**src/rtl/fpu_pkg.sv**
```systemverilog
// Shared FPU definitions: op-select encodings and the {OVFL,NaN,INF} flag layout.
package fpu_pkg;

    localparam logic [2:0] FPU_OP_ADD  = 3'd0;
    localparam logic [2:0] FPU_OP_SUB  = 3'd1;
    localparam logic [2:0] FPU_OP_MUL  = 3'd2;
    localparam logic [2:0] FPU_OP_DIV  = 3'd3;
    localparam logic [2:0] FPU_OP_SQRT = 3'd4;
    localparam logic [2:0] FPU_OP_CMP  = 3'd5;
    localparam logic [2:0] FPU_OP_I2F  = 3'd6;
    localparam logic [2:0] FPU_OP_F2I  = 3'd7;

    localparam int FLAG_W    = 3;
    localparam int FLAG_OVFL = 2;
    localparam int FLAG_NAN  = 1;
    localparam int FLAG_INF  = 0;

    typedef struct packed {
        logic ovfl;
        logic nan;
        logic inf;
    } fpu_flags_t;

    function automatic fpu_flags_t pack_flags(
        input logic ovfl,
        input logic nan,
        input logic inf
    );
        fpu_flags_t f;
        f.ovfl = ovfl;
        f.nan  = nan;
        f.inf  = inf;
        return f;
    endfunction

endpackage

```
**src/rtl/rr_arbiter.sv**
```systemverilog
// Round-robin arbiter: one-hot grant to first request at/after ptr.
// ptr moves past the winner only when upd signals a transfer.
module rr_arbiter #(
    parameter  int NREQ = 4,
    localparam int PW   = (NREQ > 1) ? $clog2(NREQ) : 1
) (
    input  logic            clk,
    input  logic            NRST,
    input  logic [NREQ-1:0] req,
    input  logic            upd,
    output logic [NREQ-1:0] grant,
    output logic [PW-1:0]   winner
);

    logic [PW-1:0] ptr;
    logic [PW-1:0] widx;
    logic          found;
    int            idx;

    always_comb begin
        grant  = '0;
        winner = '0;
        found  = 1'b0;
        idx    = 0;
        widx   = '0;
        for (int i = 0; i < NREQ; i++) begin
            idx  = (int'(ptr) + i) % NREQ;
            widx = PW'(idx);
            if (!found && req[widx]) begin
                found       = 1'b1;
                grant[widx] = 1'b1;
                winner      = widx;
            end
        end
    end

    always_ff @(posedge clk or negedge NRST) begin
        if (!NRST) begin
            ptr <= '0;
        end else if (upd) begin
            if (winner == PW'(NREQ - 1))
                ptr <= '0;
            else
                ptr <= winner + PW'(1);
        end
    end

endmodule

```
**src/rtl/fpu_share_arb.sv**
```systemverilog
// Shares one fixed-latency FPU among NREQ requesters with tagged return routing.
// Optional sequencing check enabled by defining FPU_ARB_ERRCHK_EN.
module fpu_share_arb
    import fpu_pkg::*;
#(
    parameter  int NREQ = 4,
    parameter  int LAT  = 4,
    parameter  int DW   = 32,
    localparam int PW   = (NREQ > 1) ? $clog2(NREQ) : 1
) (
    input  logic               clk,
    input  logic               NRST,
    input  logic [NREQ-1:0]    req_valid,
    output logic [NREQ-1:0]    req_ready,
    input  logic [NREQ*DW-1:0] req_a,
    input  logic [NREQ*DW-1:0] req_b,
    input  logic [NREQ*3-1:0]  req_sel,
    input  logic               hold,
    output logic [DW-1:0]      AIN,
    output logic [DW-1:0]      BIN,
    output logic [2:0]         sel,
    output logic               DI_VALID,
    input  logic [DW-1:0]      fpu_result,
    input  logic               DO_VALID,
    input  logic               OVFL,
    input  logic               NaN,
    input  logic               INF,
    output logic [NREQ-1:0]    rsp_valid,
    output logic [DW-1:0]      rsp_data,
    output logic [2:0]         rsp_flags,
    output logic               err
);

    logic [NREQ-1:0] arb_req;
    logic [NREQ-1:0] grant;
    logic [PW-1:0]   winner;
    logic            xfer;
    logic [PW-1:0]   issue_tag;
    logic [LAT-1:0]  pv;
    logic [PW-1:0]   pt [LAT];
    logic            fire;
    fpu_flags_t      flags_in;

    assign arb_req   = hold ? '0 : req_valid;
    assign req_ready = grant;
    assign xfer      = |(req_valid & grant);

    rr_arbiter #(
        .NREQ (NREQ)
    ) u_arb (
        .clk    (clk),
        .NRST   (NRST),
        .req    (arb_req),
        .upd    (xfer),
        .grant  (grant),
        .winner (winner)
    );

    always_ff @(posedge clk or negedge NRST) begin
        if (!NRST) begin
            DI_VALID  <= 1'b0;
            AIN       <= '0;
            BIN       <= '0;
            sel       <= '0;
            issue_tag <= '0;
        end else begin
            DI_VALID <= xfer;
            if (xfer) begin
                AIN       <= req_a[int'(winner)*DW +: DW];
                BIN       <= req_b[int'(winner)*DW +: DW];
                sel       <= req_sel[int'(winner)*3 +: 3];
                issue_tag <= winner;
            end
        end
    end

    // Ownership pipe runs in lockstep with the FPU datapath.
    always_ff @(posedge clk or negedge NRST) begin
        if (!NRST) begin
            pv <= '0;
            for (int i = 0; i < LAT; i++)
                pt[i] <= '0;
        end else begin
            pv[0] <= DI_VALID;
            pt[0] <= issue_tag;
            for (int i = 1; i < LAT; i++) begin
                pv[i] <= pv[i-1];
                pt[i] <= pt[i-1];
            end
        end
    end

    assign fire     = DO_VALID & pv[LAT-1];
    assign flags_in = pack_flags(OVFL, NaN, INF);

    always_ff @(posedge clk or negedge NRST) begin
        if (!NRST) begin
            rsp_valid <= '0;
            rsp_data  <= '0;
            rsp_flags <= '0;
        end else begin
            rsp_valid <= '0;
            if (fire) begin
                rsp_valid <= NREQ'(1) << pt[LAT-1];
                rsp_data  <= fpu_result;
                rsp_flags <= flags_in;
            end
        end
    end

`ifdef FPU_ARB_ERRCHK_EN
    logic err_q;

    always_ff @(posedge clk or negedge NRST) begin
        if (!NRST)
            err_q <= 1'b0;
        else if (DO_VALID != pv[LAT-1])
            err_q <= 1'b1;
    end

    assign err = err_q;
`else
    assign err = 1'b0;
`endif

endmodule
```
**config.mk**
```make
export PLATFORM = sky130hd
export DESIGN_NAME = fpu_share_arb
export DESIGN_NICKNAME = d
export VERILOG_FILES = /design/src/rtl/fpu_pkg.sv /design/src/rtl/rr_arbiter.sv /design/src/rtl/fpu_share_arb.sv
export SDC_FILE = /design/constraint.sdc
export NUM_CORES = 1
export LEC_CHECK = 0
export CAP_MARGIN = 20
export CORE_AREA = 2 2 166 168
export DETAILED_ROUTE_END_ITERATION = 12
export DIE_AREA = 0 0 168 170
export PLACE_DENSITY_LB_ADDON = 0.15
export SYNTH_ARGS = -nofsm -noshare
export SYNTH_HDL_FRONTEND = slang
export SYNTH_SLANG_ARGS = --single-unit
```
**constraint.sdc**
```tcl
create_clock -name clk -period 6.7 [get_ports clk]
set_clock_uncertainty 0.1 [all_clocks]
set_input_delay 1.675 -clock clk [delete_from_list [all_inputs] [get_ports clk]]
set_output_delay 1.675 -clock clk [all_outputs]
set_load 0.03 [all_outputs]
```
### Word level (Yosys, flattened, before mapping)

Cells that the tools add are included.

* RAM bits: 0
* logic and storage cells: 78
* ROM bits: 0
* register bits after elaboration: 123
* bits in latches: 0
* input bits: 311
* memories: 0
* output and inout port bits: 112

* reduce and logical (&&, ||, !) cells: 11
* bitwise operators: 5
* divide/modulo/power cells: 0
* $lt $le $gt $ge: 8
* $mul: 1
* shift-type cells: 4
* eq/ne operators: 1
* $add $sub $neg: 4
* multiplexer cells: 30

Operator list (number)
* $shiftx 128x8->32: 2
* $mux 4: 6
* $lt 2x3->1 const B: 4
* $or 4x4->4: 3
* $shiftx 12x5->3: 1
* $mux 1: 11
* $mux 2: 5
* $bmux 1 s2: 4
* $demux 1 s2: 4
* $ge 2x1->1 const B: 4
* $logic_and 1x1->1: 7
* $add 2x1->2 const B: 2
* $add 2x2->2 const B: 2
* $and 4x4->4: 1
* $mul 2x2->4 const B: 1
* $reduce_or 4->1: 1
* $shl 1x2->4 const A: 1
* $logic_not 1->1: 3
* $eq 2x2->1 const B: 1
* $and 1x1->1: 1

### Depth between registers and ports, before layout

Gate-level depths: netlist of the first run.

* depth after elaboration: 15
* depth in mapped cells: 15
* gate-level depth less buffers: 9

### Hierarchy

A second synthesis of the first run with hierarchy kept.

* cell total of the unflattened synthesis: 389
* area, all modules: 6560.0 µm²

Modules (own cells, without submodules)
* fpu_share_arb: cells an instance 333, sequential area each 3027.9 µm², times used 1, area an instance 6034.5 µm²
* rr_arbiter: cells an instance 56, sequential area each 50.0 µm², times used 1, area an instance 525.5 µm²

### Worst setup path after synthesis of the first run

OpenSTA, ideal clock, no wires.

* path kind: input port to output port
* start: input req_valid[2]
* end: output req_ready[3]
* cell stages on the path: 7
* buffers on the path: 1
* data required time: 4.925 ns
* data arrival time: 2.947 ns
* slack: 1.978 ns
* path through: buf_2 > nor2b_1 > a22oi_1 > o21ai_1 > a22oi_1 > nand2_1 > a21o_1

* word-level cells in the longest chain between the ends: 13
* elaborated cells between the ends (all ways): 25
* those cells by class: mux (16); bitwise (3); reduce/logical (6)

Ends and longest elaborated chain
* start, declared: line fpu_share_arb.sv:13 `input logic [NREQ-1:0] req_valid,`
* $mux 4 *: line fpu_share_arb.sv:44 `assign arb_req = hold ? '0 : req_valid;`
* $bmux 1 s2: line rr_arbiter.sv:29 `if (!found && req[widx]) begin`
* $mux 1 (not written as such): line rr_arbiter.sv:29
* $mux 1: line rr_arbiter.sv:29
* $logic_not 1->1: line rr_arbiter.sv:29
* $logic_and 1x1->1: line rr_arbiter.sv:29
* $mux 1: line rr_arbiter.sv:29
* $logic_not 1->1: line rr_arbiter.sv:29
* $logic_and 1x1->1: line rr_arbiter.sv:29
* $mux 1: line rr_arbiter.sv:29
* $logic_not 1->1: line rr_arbiter.sv:29
* $logic_and 1x1->1: line rr_arbiter.sv:29
* $mux 4 *: line rr_arbiter.sv:29
* end, declared: line fpu_share_arb.sv:14 `output logic [NREQ-1:0] req_ready,`

Mark *: on every way between the ends. The rest lies on a longest branch, timed or not. The select of a mux whose other input is x is not followed.

### Final worst setup path of the first run

* start: input req_valid[0]
* end: output req_ready[0]

Same word-level chain as after synthesis.

==> results of run 1 <==
==> logic make-up (layout without fill, tap and decap cells) <==
| group | after synthesis | in the layout | share of synthesized area |
|---|---|---|---|
| AO/OA/AOI/OAI | 30 | 30 | 0.0361 |
| XOR/XNOR | 1 | 1 | 0.00119 |
| adder cells (fa/ha/maj) | 8 | 8 | 0.0136 |
| buffers and inverters | 52 | 473 | 0.0412 |
| flip-flops | 123 | 123 | 0.419 |
| multiplexers | 311 | 311 | 0.458 |
| other | 1 | 1 | 0.000510 |
| AND/OR/NAND/NOR | 42 | 42 | 0.0303 |
==> worst max-delay path, stage by stage <==
cell and delay (ns):
clkdlybuf4s50_1 0.73, and3b_1 0.22, a21oi_1 0.05, o41ai_2 0.49, a22oi_1 0.21, nand2_1 0.10, clkdlybuf4s50_1 0.67
==> power breakdown <==
group / internal, uW / switching, uW
Clock: 548 / 362
Sequential: 1120 / 199
Combinational: 1810 / 1820
==> cells in the final DEF (no fill, tap or decap), types with 2 or more instances in the layout <==
cell type / Yosys / routed
a21oi_1: 3 / 3
a22oi_1: 6 / 6
and3b_1: 3 / 3
buf_12: 0 / 4
buf_4: 7 / 8
bufinv_16: 0 / 2
clkbuf_16: 0 / 17
clkdlybuf4s50_1: 0 / 420
clkinv_2: 0 / 4
clkinv_4: 0 / 3
clkinvlp_4: 0 / 3
dfrtp_1: 123 / 123
ha_1: 8 / 8
inv_1: 8 / 8
inv_6: 0 / 2
mux2_1: 8 / 8
mux2_2: 66 / 66
mux2_4: 30 / 30
mux2i_1: 206 / 206
nand2_1: 14 / 14
nand2b_1: 4 / 4
nand3_1: 3 / 3
nor2_1: 6 / 6
nor2b_1: 3 / 3
nor3b_1: 4 / 4
o21ai_0: 4 / 4
o22ai_1: 2 / 2
==> area by class of cell <==
cell class | instances | share of cell area
Tap cell | 341 | 0.0343
Sequential cell | 123 | 0.247
Clock buffer | 18 | 0.0345
Multi-Input combinational cell | 393 | 0.320
Clock inverter | 14 | 0.0118
Inverter | 8 | 0.00241
Timing Repair Buffer | 433 | 0.350
==> worst max path at each step <==
stage,end,slack (ns),cells after the start
detailed placement,req_ready[0],0.77,7
CTS,req_ready[0],0.78,7
global placement,req_ready[3],0.79,9
finish,req_ready[0],0.78,7
floorplan,req_ready[3],1.98,7
global route,req_ready[1],0.63,7
==> cells in the mapped netlist, drive strengths merged (2+ instances only) <==
master,instances
o22ai,3
mux2i,206
dfrtp,123
a22oi,7
ha,8
inv,8
nor2b,3
mux2,104
a21oi,4
nor3b,4
buf,39
o21ai,5
nand2,14
nor2,7
clkbuf,5
nand3,3
a2111oi,2
nand2b,4
and3b,3
==> through the flow <==
step                      utilization  setup WS, ns  power (uW)
after detailed placement        0.446         0.769        5020
final                           0.467         0.780        5870
after floorplan                     -          1.98        3750
after global routing            0.467         0.627        6220
after global placement          0.446         0.792        5010
after CTS                       0.467         0.785        5960
==> routing by layer <==
layer  part of all wire  GRT usage  wire length, um
met1               0.40      0.188             9630
met2               0.51      0.297            12300
met3              0.080     0.0512             1950
met4              0.018     0.0526              425
met5                  0          0                0
==> flip-flops by register name, summed over array words and instances (netlist names), 3 cells and up <==
register	cells
pv	4
rsp_valid	4
pt	8
rsp_flags	3
BIN	32
rsp_data	32
AIN	32
sel	3
==> impl_metrics.json, run 1 <==
{
  "outcome": "finished clean",
  "ant_nets": 0,
  "final_nets": 1295,
  "fmax_mhz": 169,
  "hold_start": "pv[2]",
  "grt_overflow_total": 0,
  "synthCells": 568,
  "ctsHtreeMaxLevel": 4,
  "yosysWarnings": 0,
  "syn_avg_cell_area_um2": 12.9,
  "period_share": 0.884,
  "firstDrtPassIters": 4,
  "core_area_um2": 26700,
  "rsz0062_at_grt": "false",
  "grt_max_degree": 68,
  "synth_flop_cell": "dfrtp_1",
  "wl_per_cell_um": 18.2,
  "grt_first_pass_wirelength_um": 35800,
  "worstMarginPinSlew_ns": 0.965,
  "fin_setup_tns_ns": 0,
  "clock_sinks": 123,
  "syn_nets": 887,
  "cp.arrival_ns": 4.14,
  "ff2ff_setup_slack_ns": 2.33,
  "initial_utilization": 0.276,
  "viasPerCell": 4.52,
  "place.gp.congestion": 0.781,
  "finalInstanceArea_um2": 12500,
  "ios": 423,
  "multi_input_area_um2": 3990,
  "clk_pin_slew_worst_paths_ns": 0.05,
  "whs_ns": 0.246,
  "synth_area_leaders": "dfrtp_1 42%, mux2i_1 28%, mux2_2 10%",
  "drc": 0,
  "syn-cell-area_um2": 7350,
  "slew_viol_final": 0,
  "clk_latency_ns": 0.41,
  "hold_path.class": "register to register",
  "critPathLaunch": "req_valid[0]",
  "synth.top_cell.area_share": 0.419,
  "relSlewSlack": 0.357,
  "placed_cells": 1298,
  "grt_pass1_vias": 6130,
  "async_reset_ff_frac": 1.00,
  "drv_cap": 0,
  "hold_violations": 0,
  "yosysTopAreaCell": "dfrtp_1",
  "antennaDiodeCount": 0,
  "grt_usage": 0.166,
  "synth-edff-count": 0,
  "cts_setup_buffers": 0,
  "ys_seq_elements": 123,
  "setup_viol": 0,
  "worstSetupEndpointType": "primary output",
  "antenna_found_initial": 0,
  "cp_max_fo": 13,
  "max-vdd-ir-drop_mv": 0.187,
  "area.growth.synth_to_final_pct": 69.4,
  "cts.hold.buffers_added": 0,
  "reg2reg_to": "AIN[5]",
  "synth-seq-area-share": 0.419,
  "vias": 6006,
  "worst_setup_path_start_kind": "primary input",
  "dieHeight_um": 170,
  "hold_depth": 0,
  "portBuffers": 421,
  "crit_required_ns": 4.93,
  "numCtsBuffers": 17,
  "min_to": "pv[3]",
  "final_cells": 1330,
  "layout-drive-gt1-share": 0.153,
  "p_leak_uw": 0.00522,
  "cts_tree": "done",
  "root_buffer": "clkbuf_16",
  "place_area_um2": 11900,
  "regArea_um2": 3080,
  "clock_path_buffers": 2,
  "fin_crit_ns": 5.92,
  "critical_path_class": "primary input to primary output",
  "ys_types": 46,
  "r2r_start": "u_arb.ptr[0]",
  "die_w_um": 168,
  "std_cell_rows": 60,
  "postCtsResizedCells": 0,
  "reg2reg_depth": 10,
  "drt_iter0_markers": 185,
  "cellPowerDensity_nw_per_um2": 471,
  "nFillCells": 2519,
  "routed_wl_um": 24300,
  "die_area_um2": 28600,
  "hpwl_um": 18800
}
(Power assumes the default switching activity.)
==> inputs of run 2 (changes only) <==
--- a/config.mk
+++ b/config.mk
@@ -7,6 +7,7 @@
 export LEC_CHECK = 0
 export CAP_MARGIN = 20
 export CORE_AREA = 2 2 166 168
+export CTS_CLUSTER_SIZE = 30
 export DETAILED_ROUTE_END_ITERATION = 12
 export DIE_AREA = 0 0 168 170
 export PLACE_DENSITY_LB_ADDON = 0.15
==> constraint.sdc (replaced) <==
create_clock -name clk -period 6.85 [get_ports clk]
set_clock_uncertainty 0.1 [all_clocks]
set_input_delay 1.7125 -clock clk [delete_from_list [all_inputs] [get_ports clk]]
set_output_delay 1.7125 -clock clk [all_outputs]
set_load 0.03 [all_outputs]
==> run 2 against run 1 <==
Utilization fell by 0.20 points. Hold slack improved by 0.00069 ns. Non-clock buffer count fell by 2. Count of clock-buffer cells in the layout rose by 3. Via count fell by 0.13%. Combinational power fell by 2%. Die area did not move. Final area fell by 0.42%. Register-to-register slack improved by 0.20 ns. Sequential cell count did not move. Setup slack improved by 0.081 ns. Largest power group unchanged.
==> impl_metrics.json, run 2 (synthesized netlist as in run 1, its figures left out) <==
{
  "layout-drive-gt1-share": 0.148,
  "critical_path_class": "primary input to primary output",
  "ctsHtreeMaxLevel": 4,
  "firstDrtPassIters": 4,
  "ant_nets": 0,
  "grt_pass1_vias": 6220,
  "clock_path_buffers": 2,
  "relSlewSlack": 0.450,
  "worst_setup_path_start_kind": "primary input",
  "cts_setup_buffers": 0,
  "period_share": 0.874,
  "clk_pin_slew_worst_paths_ns": 0.05,
  "hold_path.class": "register to register",
  "grt_overflow_total": 0,
  "layout_common_cells": "420 x clkdlybuf4s50_1, 206 x mux2i_1, 123 x dfrtp_1, 66 x mux2_2, 30 x mux2_4",
  "drt_iter0_markers": 231,
  "clk_latency_ns": 0.41,
  "outcome": "finished clean",
  "worstSetupEndpointType": "primary output",
  "portBuffers": 421,
  "cts.hold.buffers_added": 0,
  "std_cell_rows": 60,
  "ios": 423,
  "grt_usage": 0.166,
  "grt_first_pass_wirelength_um": 36000,
  "fmax_mhz": 167,
  "root_buffer": "clkbuf_16",
  "antennaDiodeCount": 0,
  "whs_ns": 0.246,
  "final_common_cell": "clkdlybuf4s50_1",
  "grt_max_degree": 66,
  "vias": 5998,
  "final_util": 0.465,
  "die_area_um2": 28600,
  "cp_max_fo": 13,
  "path_buf_inv": 3,
  "worstMarginPinSlew_ns": 0.825,
  "cp.arrival_ns": 4.18,
  "drc": 0,
  "viasPerCell": 4.52,
  "fin_setup_tns_ns": 0,
  "slowest_delay_ns": 0.74,
  "reg.largest.list": "AIN: 32 flops, BIN: 32 flops, rsp_data: 32 flops",
  "numCtsBuffers": 17,
  "area.growth.synth_to_final_pct": 68.7,
  "rsz0062_at_grt": "false",
  "crit_top_cell": "clkdlybuf4s50_1",
  "postCtsResizedCells": 0,
  "nFillCells": 2490,
  "drv_cap": 0,
  "cp_slowest_cell": "clkdlybuf4s50_1",
  "p_leak_uw": 0.00520,
  "routed_wl_um": 24400,
  "core_area_um2": 26700,
  "wl_per_cell_um": 18.4,
  "fin_crit_ns": 5.99,
  "initial_utilization": 0.276,
  "cts_tree": "done",
  "antenna_found_initial": 0,
  "clock_sinks": 123,
  "setup_viol": 0,
  "cellPowerDensity_nw_per_um2": 457,
  "die_w_um": 168,
  "slew_viol_final": 0,
  "hpwl_um": 18700,
  "dieHeight_um": 170,
  "hold_violations": 0,
  "final_nets": 1293,
  "place.gp.congestion": 0.775,
  "crit_required_ns": 5.04,
  "max-vdd-ir-drop_mv": 0.218,
  "path_cells": "clkdlybuf4s50_1, and3b_1, o21ai_0, o21ai_1, buf_4, a22oi_1, nand2_1, a21o_1, clkdlybuf4s50_1",
  "cp_top_family": "buffers and inverters"
}
-- run 2: cell types whose count changed in the layout (fill, tap and decap cells not counted), sizes merged --
cell      delta
clkbuf       +3
buf          -2
clkinvlp     -2
bufinv       -1
clkinv       +1
inv          -1
-- run 2: path summary, 6_finish.rpt --
path                                    from            to  slack, ns  cells after the start
worst max-delay path            req_valid[3]  req_ready[3]       0.86                      9
worst min-delay path                   pt[7]         pt[5]       0.25                      0
worst max register to register  u_arb.ptr[0]        AIN[6]       2.53                     10
worst min register to register         pt[7]         pt[5]       0.25                      0
max in group asynchronous               NRST       BIN[21]       4.18                      2
min in group asynchronous               NRST        BIN[4]       1.19                      1
-- run 2: routing by layer --
| layer | wire [um] | track usage | share of wire |
|---|---|---|---|
| met3 | 2200 | 0.0640 | 0.090 |
| met2 | 12400 | 0.298 | 0.51 |
| met4 | 295 | 0.0397 | 0.012 |
| met5 | 0 | 0 | 0 |
| met1 | 9470 | 0.186 | 0.39 |
-- run 2: through the flow --
step	setup slack, ns	area, um^2	total power [uW]	cells
global placement	0.841	11900	4880	1296
detailed placement	0.846	11900	4900	1296
CTS	0.847	12400	5760	1328
floorplan	2.05	7350	3660	568
finish	0.861	12400	5670	1328
global route	0.672	12400	6020	1328
-- run 2: cell type report --
type | count | area [um^2] | area share
Multi-Input combinational cell | 393 | 3990 | 0.322
Clock inverter | 11 | 97.6 | 0.00787
Tap cell | 341 | 427 | 0.0344
Clock buffer | 21 | 440 | 0.0355
Timing Repair Buffer | 431 | 4340 | 0.350
Sequential cell | 123 | 3080 | 0.248
Inverter | 8 | 30.0 | 0.00242
-- run 2: power breakdown --
group | switching [uW] | internal, uW | total (uW) | leakage (uW)
registers | 196 | 1100 | 1290 | 0.00147
logic | 1780 | 1760 | 3540 | 0.00346
clock network | 336 | 498 | 834 | 0.000265
total | 2310 | 3360 | 5670 | 0.00520
